===== src/rtl/mod_uart_rx_fifo.sv =====
// UART receiver (8N1, 16x oversampling) with a 16-entry receive FIFO,
// exposed to the CPU as four memory-mapped registers selected by daddr[3:2]:
//   0 STATUS (ro)  1 DATA (ro, pops)  2 CMD (wo)  3 IE (rw)
// int_rx is a registered level interrupt raised while data or an error
// flag is pending and the interrupt is enabled.
`timescale 1ns/1ps

module mod_uart_rx_fifo #(
    parameter int BAUD_DIV   = 27,
    parameter int FIFO_DEPTH = 16
) (
    input  logic        clk,
    input  logic        rst,
    input  logic        de,
    input  logic [31:0] daddr,
    input  logic [1:0]  drw,
    input  logic [31:0] din,
    output logic [31:0] dout,
    input  logic        rxd,
    output logic        int_rx
);

    localparam int PW = $clog2(FIFO_DEPTH);
    localparam int CW = PW + 1;

    typedef enum logic [2:0] {
        S_IDLE,
        S_START,
        S_DATA,
        S_STOP,
        S_WAIT_HIGH
    } rx_state_t;

    // ------------------------------------------------------------------
    // Declarations
    // ------------------------------------------------------------------
    logic [15:0]   tick_cnt;
    logic          tick;

    logic          rx_meta;
    logic          rxs;

    rx_state_t     state, state_next;
    logic [3:0]    samp_cnt, samp_cnt_next;
    logic [2:0]    bit_cnt, bit_cnt_next;
    logic [7:0]    shift_reg, shift_next;
    logic          push_req;
    logic          frame_err;

    logic [7:0]    mem [FIFO_DEPTH];
    logic [PW-1:0] wptr, rptr;
    logic [CW-1:0] count;
    logic          empty, full;
    logic          push_ok;
    logic          ovr_set;

    logic          overrun, framing, ie;

    logic          rd_acc, wr_acc;
    logic [1:0]    sel;
    logic          pop;
    logic          cmd_wr;
    logic          flush;
    logic          ie_wr;

    // Address and data bits the register map does not decode.
    logic          unused_bits;
    assign unused_bits = &{1'b0, daddr[31:4], daddr[1:0], din[31:3]};

    // ------------------------------------------------------------------
    // Oversample tick: free-running divider, one-cycle pulse at wrap
    // ------------------------------------------------------------------
    assign tick = (tick_cnt == 16'(BAUD_DIV - 1));

    // Divider counter wraps at BAUD_DIV-1.
    // NOTE: state registers use non-blocking (<=) so every flop samples
    // the pre-edge value of its neighbours, exactly like the hardware.
    always_ff @(posedge clk or posedge rst) begin
        if (rst) begin
            tick_cnt <= '0;
        end else if (tick) begin
            tick_cnt <= '0;
        end else begin
            tick_cnt <= tick_cnt + 16'd1;
        end
    end

    // Two-flop synchroniser for the asynchronous serial input (idle high).
    always_ff @(posedge clk or posedge rst) begin
        if (rst) begin
            rx_meta <= 1'b1;
            rxs     <= 1'b1;
        end else begin
            rx_meta <= rxd;
            rxs     <= rx_meta;
        end
    end

    // ------------------------------------------------------------------
    // Receiver FSM
    // ------------------------------------------------------------------
    // Receiver state register and bit-timing counters.
    always_ff @(posedge clk or posedge rst) begin
        if (rst) begin
            state     <= S_IDLE;
            samp_cnt  <= '0;
            bit_cnt   <= '0;
            shift_reg <= '0;
        end else begin
            state     <= state_next;
            samp_cnt  <= samp_cnt_next;
            bit_cnt   <= bit_cnt_next;
            shift_reg <= shift_next;
        end
    end

    // Next-state logic: mid-bit sampling at tick 8 of the start bit, then
    // every 16 ticks for the data and stop bits.
    // NOTE: every output of this block gets a default first, so no path
    // leaves a signal unassigned and no latch is inferred.
    always_comb begin
        state_next    = state;
        samp_cnt_next = samp_cnt;
        bit_cnt_next  = bit_cnt;
        shift_next    = shift_reg;
        push_req      = 1'b0;
        frame_err     = 1'b0;

        unique case (state)
            S_IDLE: begin
                if (!rxs) begin
                    samp_cnt_next = '0;
                    state_next    = S_START;
                end
            end
            S_START: begin
                if (tick) begin
                    if (samp_cnt == 4'd7) begin
                        samp_cnt_next = '0;
                        bit_cnt_next  = '0;
                        // A high level at mid start bit is a glitch.
                        state_next    = rxs ? S_IDLE : S_DATA;
                    end else begin
                        samp_cnt_next = samp_cnt + 4'd1;
                    end
                end
            end
            S_DATA: begin
                if (tick) begin
                    if (samp_cnt == 4'd15) begin
                        samp_cnt_next = '0;
                        shift_next    = {rxs, shift_reg[7:1]};
                        bit_cnt_next  = bit_cnt + 3'd1;
                        if (bit_cnt == 3'd7) begin
                            state_next = S_STOP;
                        end
                    end else begin
                        samp_cnt_next = samp_cnt + 4'd1;
                    end
                end
            end
            S_STOP: begin
                if (tick) begin
                    if (samp_cnt == 4'd15) begin
                        samp_cnt_next = '0;
                        if (rxs) begin
                            push_req   = 1'b1;
                            state_next = S_IDLE;
                        end else begin
                            frame_err  = 1'b1;
                            state_next = S_WAIT_HIGH;
                        end
                    end else begin
                        samp_cnt_next = samp_cnt + 4'd1;
                    end
                end
            end
            S_WAIT_HIGH: begin
                // Hold off until the line returns high so a break is not
                // re-read as a stream of frames.
                if (rxs) begin
                    state_next = S_IDLE;
                end
            end
            default: begin
                state_next = S_IDLE;
            end
        endcase
    end

    // ------------------------------------------------------------------
    // Bus decode
    // ------------------------------------------------------------------
    assign rd_acc = de & (drw == 2'b10);
    assign wr_acc = de & (drw == 2'b01);
    assign sel    = daddr[3:2];

    assign empty  = (count == '0);
    assign full   = (count == CW'(FIFO_DEPTH));

    assign pop    = rd_acc & (sel == 2'd1) & ~empty;
    assign cmd_wr = wr_acc & (sel == 2'd2);
    assign flush  = cmd_wr & din[2];
    assign ie_wr  = wr_acc & (sel == 2'd3);

    // A same-cycle pop frees a slot even when full; flush discards the byte.
    assign push_ok = push_req & ~flush & (~full | pop);
    assign ovr_set = push_req & ~flush & full & ~pop;

    // ------------------------------------------------------------------
    // FIFO
    // ------------------------------------------------------------------
    // Storage array written on each accepted byte.
    // NOTE: the data array has no reset; pointers and count define which
    // entries are valid, so clearing the contents would buy nothing.
    always_ff @(posedge clk) begin
        if (push_ok) begin
            mem[wptr] <= shift_reg;
        end
    end

    // Pointers and occupancy; flush returns everything to empty.
    always_ff @(posedge clk or posedge rst) begin
        if (rst) begin
            wptr  <= '0;
            rptr  <= '0;
            count <= '0;
        end else if (flush) begin
            wptr  <= '0;
            rptr  <= '0;
            count <= '0;
        end else begin
            if (push_ok) begin
                wptr <= wptr + PW'(1);
            end
            if (pop) begin
                rptr <= rptr + PW'(1);
            end
            unique case ({push_ok, pop})
                2'b10:   count <= count + CW'(1);
                2'b01:   count <= count - CW'(1);
                default: count <= count;
            endcase
        end
    end

    // ------------------------------------------------------------------
    // Flags, interrupt enable and interrupt
    // ------------------------------------------------------------------
    // Sticky error flags: a new event in the clearing cycle keeps the flag.
    always_ff @(posedge clk or posedge rst) begin
        if (rst) begin
            overrun <= 1'b0;
            framing <= 1'b0;
        end else begin
            overrun <= ovr_set   | (overrun & ~(cmd_wr & din[0]));
            framing <= frame_err | (framing & ~(cmd_wr & din[1]));
        end
    end

    // Interrupt-enable register.
    always_ff @(posedge clk or posedge rst) begin
        if (rst) begin
            ie <= 1'b0;
        end else if (ie_wr) begin
            ie <= din[0];
        end
    end

    // Level interrupt, one cycle behind the state it reflects.
    always_ff @(posedge clk or posedge rst) begin
        if (rst) begin
            int_rx <= 1'b0;
        end else begin
            int_rx <= ie & (~empty | overrun | framing);
        end
    end

    // Read mux: combinational from registered state, zero when not reading.
    always_comb begin
        dout = '0;
        if (rd_acc) begin
            unique case (sel)
                2'd0: begin
                    dout[0]   = ~empty;
                    dout[1]   = full;
                    dout[2]   = overrun;
                    dout[3]   = framing;
                    dout[8:4] = 5'(count);
                end
                2'd1: begin
                    if (!empty) begin
                        dout[7:0] = mem[rptr];
                    end
                end
                2'd3: begin
                    dout[0] = ie;
                end
                default: begin
                    dout = '0;
                end
            endcase
        end
    end

endmodule

===== config.mk =====
export PLATFORM = sky130hd
export DESIGN_NAME = mod_uart_rx_fifo
export DESIGN_NICKNAME = d
export VERILOG_FILES = /design/src/rtl/mod_uart_rx_fifo.sv
export SDC_FILE = /design/constraint.sdc
export NUM_CORES = 1
export LEC_CHECK = 0
export ABC_CLOCK_PERIOD_IN_PS = 4300
export BUFFER_PORTS_ARGS = -buffer_cell sky130_fd_sc_hd__buf_2
export CORE_MARGIN = 8
export CORE_UTILIZATION = 55
export CTS_BUF_LIST = sky130_fd_sc_hd__clkbuf_4 sky130_fd_sc_hd__clkbuf_8
export DETAILED_ROUTE_END_ITERATION = 6
export GPL_TIMING_DRIVEN = 0
export PLACE_DENSITY = 0.76
export SYNTH_ARGS = -nofsm -noshare
export SYNTH_HDL_FRONTEND = slang
export SYNTH_SLANG_ARGS = --single-unit
export TNS_END_PERCENT = 30

===== constraint.sdc =====
create_clock -name clk -period 4.3 [get_ports clk]
set_input_delay 0.645 -clock clk [delete_from_list [all_inputs] [get_ports clk]]
set_output_delay 0.645 -clock clk [all_outputs]
set_load 0.03 [all_outputs]

==> impl_metrics.json <==
{
  "synthDistinctLibCells": 65,
  "finalHoldViolations": 0,
  "worstMarginPinSlew_ns": 0.7383,
  "drc_errors": 0,
  "p_sw_uw": 694.5,
  "cp-end-kind": "output pin",
  "synth_flop_cell": "edfxtp_1",
  "grt_pass1_wl_um": 24670,
  "ant_nets": 0,
  "drt-initial-drc-count": 334,
  "fill_cells": 1049,
  "grt_use_total": 0.1792,
  "post_synth_instance_area_mm2": 0.008004,
  "fin_skew_ns": 0.01444,
  "clkLatencyLatePin_ns": 0.47,
  "crit_fanout": 10,
  "wl_met3_um": 1104,
  "period_share": 0.8811,
  "htree_levels": 4,
  "drt-wirelength-per-cell_um": 20.41,
  "finalSetupViolations": 0,
  "cts_root_buffer": "clkbuf_8",
  "cp_common_cell": "clkbuf_1",
  "setup_tns_ns": 0,
  "routed.top_layer": "met4",
  "hp-class": "in -> async",
  "yosysWarnings": 0,
  "clk_pin_slew_worst_paths_ns": 0.08,
  "worstPathRequired_ns": 3.65,
  "path_cells": "clkbuf_1, clkbuf_1, mux4_2, a211oi_1, a21oi_1, a22o_1, buf_2",
  "cts_setup_buffers": 0,
  "portBuffers": 20,
  "max-cap-violations": 0,
  "largest_reg_flops": 128,
  "pin_count": 103,
  "gp_congestion": 0.8763,
  "multiInputGateArea_mm2": 0.002584,
  "firstDrtPassIters": 5,
  "worstPathArrival_ns": 3.14,
  "totalWireLength_um": 15940,
  "outcome": "complete, no violations",
  "wl_met2_um": 7807,
  "rows": 44,
  "ys_ff_latch": 181,
  "cts_tree": "done",
  "drv_slew": 0,
  "dieArea_mm2": 0.01867,
  "criticalPathCategory": "reg -> out",
  "avgSynthCellArea_um2": 15.33,
  "diodes": 0,
  "dp_hpwl_um": 10940,
  "start_util": 0.5570,
  "cts_buffers": 17,
  "viasPerCell": 5.836,
  "power_density_mw_per_mm2": 362.2,
  "die_height_um": 136.6,
  "fmax_mhz": 263.9,
  "slowest_delay_ns": 0.61,
  "num_vias": 4558,
  "swShare": 0.2166,
  "cp-start-kind": "flop",
  "ys_seq_area_frac": 0.6462,
  "syn_inst": 522,
  "slew_headroom": 0.5078,
  "async_flop_share": 0.2928,
  "drive_above_1_share": 0.2529,
  "leakagePower_nw": 3.650,
  "combPwrFrac": 0.038,
  "period_minus_slack_ns": 3.789,
  "crit_slowest_cell": "clkbuf_1",
  "grt_pass1_vias": 4527,
  "grt_overflow_total": 0,
  "cts_sinks": 181,
  "area_growth_pct": 10.61,
  "cts_resized": 0,
  "cell_internal_pwr_mw": 2.512,
  "fin_ws_ns": 0.5111,
  "ctsHoldBuffers": 0,
  "ir_drop_v": 0.0001933,
  "pre_cts_ws_ns": 0.9046,
  "clockBufferDepth": 2,
  "grt_max_degree": 41,
  "fp.coreArea_mm2": 0.01437,
  "seq_area_mm2": 0.005172,
  "synth-edff-count": 128,
  "die_w_um": 136.6,
  "nets": 668,
  "met1_length_um": 6530,
  "seqPwrFrac": 0.586,
  "rsz0062_at_grt": "false",
  "clock_power_share": 0.376,
  "grt_antenna_before_repair": 0
}
==> placed cells by master (no fill, tap or decap), types with 5 or more instances in the layout <==
| cell | netlist | routed |
|---|---|---|
| clkbuf_8 | 0 | 17 |
| dfrtp_1 | 51 | 51 |
| buf_4 | 27 | 27 |
| a211oi_1 | 7 | 7 |
| conb_1 | 1 | 23 |
| a22o_1 | 8 | 8 |
| xor2_1 | 7 | 7 |
| a21o_1 | 5 | 5 |
| nor2b_1 | 7 | 7 |
| edfxtp_1 | 128 | 128 |
| nor4_1 | 5 | 5 |
| nor2_1 | 32 | 32 |
| clkbuf_1 | 9 | 9 |
| a21oi_1 | 13 | 13 |
| and2_1 | 17 | 17 |
| buf_2 | 6 | 26 |
| xnor2_1 | 16 | 16 |
| mux2i_1 | 9 | 9 |
| ha_1 | 13 | 13 |
| nand4_1 | 5 | 5 |
| o21ai_0 | 6 | 6 |
| nand2_1 | 25 | 25 |
| mux2_2 | 11 | 11 |
| nor3_1 | 6 | 6 |
| nand3_1 | 10 | 10 |
| mux4_2 | 32 | 32 |
| inv_1 | 13 | 12 |
==> per-stage QoR <==
stage	hold WS, ns	total power [mW]	std cells	util	cell area [um2]
2_1_floorplan	0.3452	2.008	544	-	8087
3_3_place_gp	0.3515	2.034	748	0.5858	8417
3_5_place_dp	0.3487	2.040	749	0.5872	8437
4_1_cts	0.1124	3.224	781	0.6162	8853
5_1_grt	0.1407	3.300	781	0.6162	8853
6_report	0.1262	3.206	781	0.6162	8853
==> cell usage after synthesis, types with 6 or more instances <==
| library cell | n | share of area |
|---|---|---|
| a211oi_1 | 7 | 0.0066 |
| a21oi_1 | 13 | 0.0081 |
| a22o_1 | 8 | 0.0088 |
| and2_1 | 17 | 0.013 |
| buf_2 | 6 | 0.0038 |
| buf_4 | 27 | 0.025 |
| clkbuf_1 | 9 | 0.0042 |
| dfrtp_1 | 51 | 0.16 |
| edfxtp_1 | 128 | 0.48 |
| ha_1 | 13 | 0.020 |
| inv_1 | 13 | 0.0061 |
| mux2_2 | 11 | 0.015 |
| mux2i_1 | 9 | 0.011 |
| mux4_2 | 32 | 0.090 |
| nand2_1 | 25 | 0.012 |
| nand3_1 | 10 | 0.0063 |
| nor2_1 | 32 | 0.015 |
| nor2b_1 | 7 | 0.0055 |
| nor3_1 | 6 | 0.0038 |
| o21ai_0 | 6 | 0.0038 |
| xnor2_1 | 16 | 0.018 |
| xor2_1 | 7 | 0.0077 |
==> cells by family (layout without fill, tap and decap cells) <==
family,after synthesis,after routing,synth area share
multiplexers,52,52,0.1168
AO/OA/AOI/OAI,62,62,0.05440
buffers and inverters,57,110,0.04127
XOR/XNOR,23,23,0.02517
AND/OR/NAND/NOR,132,132,0.09286
adder cells (fa/ha/maj),14,14,0.02282
other,1,23,0.0004685
flip-flops,181,181,0.6462
==> layer usage <==
layer	vias up	GRT usage
met5	-	0
met4	0	0.08420
met3	38	0.04589
met2	170	0.2866
met1	2284	0.2253
li1	2066	-
==> layout make-up <==
class,instances,area share
clock buffers,21,0.02982
inverters,13,0.005512
repair buffers,21,0.01357
multi-input cells,306,0.2918
well taps,184,0.02600
flip-flops and latches,181,0.5842
plain buffers,44,0.03180
clock inverters,11,0.01724
==> final timing paths <==
path | slack (ns) | cells after the start | end | from
max in group asynchronous | 3.65 | 3 | count[1] | rst
min in group clk | 0.28 | 1 | rx_meta | rxd
max reg2reg | 0.94 | 11 | count[4] | tick_cnt[9]
max | 0.51 | 7 | dout[5] | rptr[1]
min | 0.13 | 2 | shift_reg[4] | rst
min reg2reg | 0.36 | 0 | rxs | rx_meta
==> worst max-delay path: cells and delay by family, from the launching register on <==
family	cells	cell delay, ns
AOI/OAI and AO/OA	3	0.77
buffers and inverters	3	1.10
DFF	1	0.42
muxes	1	0.40
==> power by group through the flow <==
stage	Combinational, mW	Sequential [mW]	Clock, mW
finish	0.121	1.88	1.21
detailed placement	0.121	1.92	0
global route	0.132	1.88	1.29
global placement	0.117	1.92	0
floorplan	0.0892	1.92	0
CTS	0.121	1.88	1.22
Power figures use the tool's default switching activity.
